--- config.mk ---
export PLATFORM = sky130hd
export DESIGN_NAME = data_bus_arbiter
export DESIGN_NICKNAME = d
export VERILOG_FILES = /design/src/rtl/data_bus_arbiter.sv
export SDC_FILE = /design/constraint.sdc
export NUM_CORES = 1
export LEC_CHECK = 0
export CAP_MARGIN = 30
export CORE_AREA = 3 3 121 123
export DETAILED_ROUTE_END_ITERATION = 7
export DIE_AREA = 0 0 124 126
export HOLD_SLACK_MARGIN = 0.1
export PLACE_DENSITY = 0.66
export SLEW_MARGIN = 20
export SYNTH_ARGS = -nofsm -noshare
export SYNTH_HDL_FRONTEND = slang
export SYNTH_SLANG_ARGS = --single-unit
--- constraint.sdc ---
create_clock -name clock -period 2.2 [get_ports clock]
set_input_delay 0.44 -clock clock [delete_from_list [all_inputs] [get_ports clock]]
set_output_delay 0.44 -clock clock [all_outputs]
set_load 0.01 [all_outputs]
--- src/rtl/data_bus_arbiter.sv ---
// rtl/data_bus_arbiter.sv - core/DMA data bus arbiter with aging counter
// Core has priority; a DMA request is forced through after MAX_WAIT denied cycles.
module data_bus_arbiter #(
  parameter int MAX_WAIT = 3,
  parameter int WAIT_W   = 4
) (
  input  logic        clock,
  input  logic        reset,
  input  logic [31:0] core_address,
  input  logic [31:0] core_write_data,
  input  logic [3:0]  core_byte_enable,
  input  logic        core_read_enable,
  input  logic        core_write_enable,
  output logic [31:0] core_read_data,
  output logic        core_stall,
  input  logic        dma_req,
  input  logic [31:0] dma_address,
  input  logic [31:0] dma_write_data,
  input  logic [3:0]  dma_byte_enable,
  input  logic        dma_write_enable,
  output logic        dma_gnt,
  output logic [31:0] dma_read_data,
  output logic        dma_rvalid,
  output logic [31:0] mem_address,
  output logic [31:0] mem_write_data,
  output logic [3:0]  mem_byte_enable,
  output logic        mem_read_enable,
  output logic        mem_write_enable,
  input  logic [31:0] mem_read_data
);

  localparam logic [WAIT_W-1:0] LP_MAX_WAIT = WAIT_W'(MAX_WAIT);

  logic              w_core_access;
  logic              w_dma_win;
  logic [WAIT_W-1:0] r_wait_cnt;
  logic              r_core_owed;
  logic              r_dma_rvalid;
  logic [31:0]       r_dma_read_data;

  assign w_core_access = core_read_enable | core_write_enable;

  // core_owed only blocks the DMA when the core actually wants the bus
  assign w_dma_win = dma_req & ~reset
                   & (~w_core_access | (r_wait_cnt == LP_MAX_WAIT))
                   & (~r_core_owed | ~w_core_access);

  always_comb begin
    mem_address      = core_address;
    mem_write_data   = core_write_data;
    mem_byte_enable  = core_byte_enable;
    mem_read_enable  = core_read_enable;
    mem_write_enable = core_write_enable;
    dma_gnt          = 1'b0;
    core_stall       = 1'b0;
    if (w_dma_win) begin
      mem_address      = dma_address;
      mem_write_data   = dma_write_data;
      mem_byte_enable  = dma_byte_enable;
      mem_read_enable  = ~dma_write_enable;
      mem_write_enable = dma_write_enable;
      dma_gnt          = 1'b1;
      core_stall       = w_core_access;
    end
  end

  always_ff @(posedge clock) begin
    if (reset) begin
      r_wait_cnt      <= '0;
      r_core_owed     <= 1'b0;
      r_dma_rvalid    <= 1'b0;
      r_dma_read_data <= '0;
    end else begin
      if (!dma_req || w_dma_win) begin
        r_wait_cnt <= '0;
      end else if (r_wait_cnt != LP_MAX_WAIT) begin
        r_wait_cnt <= r_wait_cnt + 1'b1;
      end
      r_core_owed  <= w_dma_win & w_core_access;
      r_dma_rvalid <= w_dma_win & ~dma_write_enable;
      if (w_dma_win && !dma_write_enable) begin
        r_dma_read_data <= mem_read_data;
      end
    end
  end

  assign core_read_data = mem_read_data;
  assign dma_read_data  = r_dma_read_data;
  // a pending load response is dropped if reset arrives in its cycle
  assign dma_rvalid     = r_dma_rvalid & ~reset;

endmodule

==> results of run 1 <==
-- metrics by stage --
stage / total power, mW / hold WS [ns] / setup TNS (ns) / instances
floorplan: 1.15 / 0.512 / 0 / 366
global placement: 1.81 / 0.592 / -43.33 / 816
detailed placement: 1.81 / 0.605 / -47.88 / 816
CTS: 2.55 / 0.618 / -13.86 / 829
global route: 2.64 / 0.641 / -14.43 / 833
finish: 2.53 / 0.613 / -9.77 / 833
-- layout make-up --
| cell class | count | area [sq um] | area share (%) |
|---|---|---|---|
| inverter | 2 | 7.51 | 0.110 |
| clock buffer | 6 | 139 | 2.03 |
| multi-input combinational | 259 | 2200 | 32.1 |
| tap | 180 | 225 | 3.29 |
| timing repair buffer | 348 | 3510 | 51.3 |
| sequential | 38 | 763 | 11.1 |
-- layout by cell type, fill, tap and decap left out, types with 2 or more instances in the layout --
cell type / instances
buf_8: 3
nand2b_1: 3
o2111ai_1: 32
buf_12: 4
buf_2: 25
mux2_4: 63
buf_6: 48
buf_16: 3
dlygate4sd2_1: 4
nand2_1: 34
buf_4: 21
nor2b_1: 33
clkdlybuf4s50_1: 233
nand3_1: 65
clkbuf_16: 6
mux2_1: 5
xor2_1: 2
inv_1: 2
clkdlybuf4s15_2: 4
nor3_1: 4
dfxtp_1: 36
dfxtp_2: 2
-- cells in the mapped netlist --
library cell / instances
o2111ai_1: 32
buf_6: 7
a211oi_1: 2
mux2_1: 8
dfxtp_1: 38
nor2b_1: 35
buf_4: 32
nor2_1: 2
nand3b_1: 1
o21ai_2: 1
ha_1: 1
mux2i_1: 1
mux2_4: 60
nor3_1: 5
nand2b_1: 3
xor2_1: 2
nor3b_1: 1
nor4b_4: 1
clkbuf_1: 24
nand2_1: 35
buf_1: 3
a32o_1: 1
inv_1: 2
nand3_1: 65
a21o_1: 1
or4b_1: 1
buf_2: 1
or2_2: 1
-- power by group --
group / internal (mW) / total (mW) / switching, mW
clock network: 0.438 / 0.713 / 0.275
logic: 0.688 / 1.08 / 0.388
registers: 0.727 / 0.746 / 0.0196
-- flip-flops by register name, indices dropped and copies added (netlist names) --
register       count
dma_read_data     32
r_core_owed        1
r_dma_rvalid       1
r_wait_cnt         4
-- routing by layer --
metal  routed length [um]  share of wire [%]
met1                 6310                 37
met5                    7              0.042
met3                 1670                9.9
met4                  391                2.3
met2                 8450                 50
-- cells by family after synthesis --
kind of cell / Yosys count
mux: 69
simple gates: 150
flops: 38
compound gates: 37
xor+xnor: 2
buf+inv: 69
fa+ha+maj: 1
-- worst max-delay path: cells and delay by family (launching register included) --
| family | cells | cell delay [ns] |
|---|---|---|
| buf+inv | 3 | 0.56 |
| flops | 1 | 0.35 |
| mux | 1 | 0.30 |
| simple gates | 1 | 0.27 |
| fa+ha+maj | 1 | 0.14 |
| compound gates | 1 | 0.09 |
-- final timing paths --
kind                                     to  slack (ns)
max                       mem_write_data[3]       -0.22
min          dma_read_data[19]$_SDFFE_PP0P_        0.61
max reg2reg      r_wait_cnt[0]$_SDFFE_PP0N_        0.41
min reg2reg  dma_read_data[19]$_SDFFE_PP0P_        0.61
-- repair_timing --
| item | CTS | global route |
|---|---|---|
| pin swaps | 4 | 2 |
| endpoints found under the setup margin | 73 | 72 |
| setup buffers | 4 | 3 |
| gates cloned | 3 | 1 |
| resized for setup | 368 | 11 |
==> metrics.csv, run 1 <==
stage;metric;value;unit
run_status;status;complete, but fails checks;
run_status;violations;negative setup slack;
drt;drt_first_pass_iters;4;
critical_path;critPathLaunchType;flop;
synth;netlist_instances;366;
layout;utilization;49.7;%
critical_path;slowest_stage;dfxtp_2;
global_routing;grt_max_degree;36;
global_routing;met2_usage;35.9;%
critical_path;crit_path_max_incr_delay;0.35;ns
global_routing;grt_pass1_wl;24000;um
critical_path;worstReg2RegStart;r_wait_cnt[1]$_SDFFE_PP0N_;
timing;setup_viol;71;
global_routing;antenna_found_initial;1;
placement;routabilityCongestion;0.904;
layout;design_area;6850;sq um
power;power_density;370;nW/um^2
floorplan;dieArea;15600;sq um
worst_hold_path;hp-start;dma_read_data[19]$_SDFFE_PP0P_;
critical_path;critical_path.endpoint_type;output pin;
timing;skew;0.00515;ns
power;peakVddDrop;310;uV
clocking;clk_latency;0.28;ns
layout;drive_gt1_share;29.6;%
floorplan;initial_utilization;24.2;%
layout;diodes;0;
clocking;clk_path_buf_depth;2;
synth;yosys.area_share.simple;23.5;%
synth;syn_area;3330;sq um
floorplan;ios;311;
clocking;cts-buffers-inserted;5;
clocking;htree_levels;2;
timing;drv_slew;0;
timing;max_freq;414;MHz
floorplan;die_w;124;um
placement;pre_cts_ws;-0.714;ns
clocking;hold_buffers;0;
synth;yosysSeqAreaShare;22.9;%
drt;vias;3945;
placement;place_area;6480;sq um
global_routing;grt-ovfl-total;0;
synth;synth_top_family_by_area;multiplexers;
global_routing;busiest_layer;met2;
synth;synth.distinct_cells;28;
synth;muxShareOfSynthArea;30.1;%
layout;area_delta_synth_final;106;%
timing;maxSlewHeadroom;53.8;%
timing;hold_violations;0;
critical_path;path_cells;ha_4 > nor4b_4 > o21ai_4 > buf_12 > bufbuf_16 > mux2_4 > buf_6;
floorplan;fp.dieH;126;um
critical_path;critical_path.startpoint;r_wait_cnt[1]$_SDFFE_PP0N_;
critical_path;required;1.76;ns
synth;synth_xor_area_share;0.526;%
layout;nets;829;
layout;fillers;1292;
timing;rsz0062_at_grt;yes;
global_routing;first_global_vias;4255;
clocking;cts_root_buf;clkbuf_16;
drt;drc;0;
drt;drtAntennaViolNets;0;
synth;synth-seq-cells;38;
synth;yosysWarnings;0;
synth;synth.avg_cell_area;9.09;sq um
synth;synthTopCellsByArea;mux2_4, dfxtp_1, nand3_1;
placement;port_buffers;310;
synth;synth_compound_area_share;9.66;%
power;p_leak;3.00;nW
critical_path;cp_max_fo;7;
global_routing;grt_usage;19.6;%
clocking;tritoncts;built;
worst_hold_path;min_path_type;reg2reg;
critical_path;criticalPathCategory;reg2out;
synth;synth.top_cell.area_share;27.1;%
synth;yosys.area_share.adder;0.376;%
drt;wire_per_inst;20.2;um
global_routing;grt_use_met3;5.43;%
clocking;clk_pin_slew_worst_paths;0.06;ns
clocking;clkSinkCount;38;
timing;tightestPinTransition;0.693;ns
synth;syn-num-nets;541;
flow_run;maxCapViolCount;0;
critical_path;r2r_cells;7;
timing;setup_ws;-0.218;ns
floorplan;rows;43;
synth;synth_top_cell_by_area;mux2_4;
drt;drt-total-wl;16800;um
drt;drt_iter0_drc;185;
placement;dpl.hpwl;12600;um
critical_path;cp.arrival;1.98;ns
drt;viasPerCell;4.74;
timing;finalCriticalPeriod;2.42;ns
timing;fin_crit_sh;110;%
floorplan;coreArea;13800;sq um
worst_hold_path;holdPathStages;3;
global_routing;grt_use_met1;21.9;%
Power figures use the tool's default switching activity.
==> inputs of run 2 (changes only) <==
- ABC_AREA: unset -> 0
==> results of run 2 <==
Same layout as run 1: the final DEF is identical, and so are final timing and power.
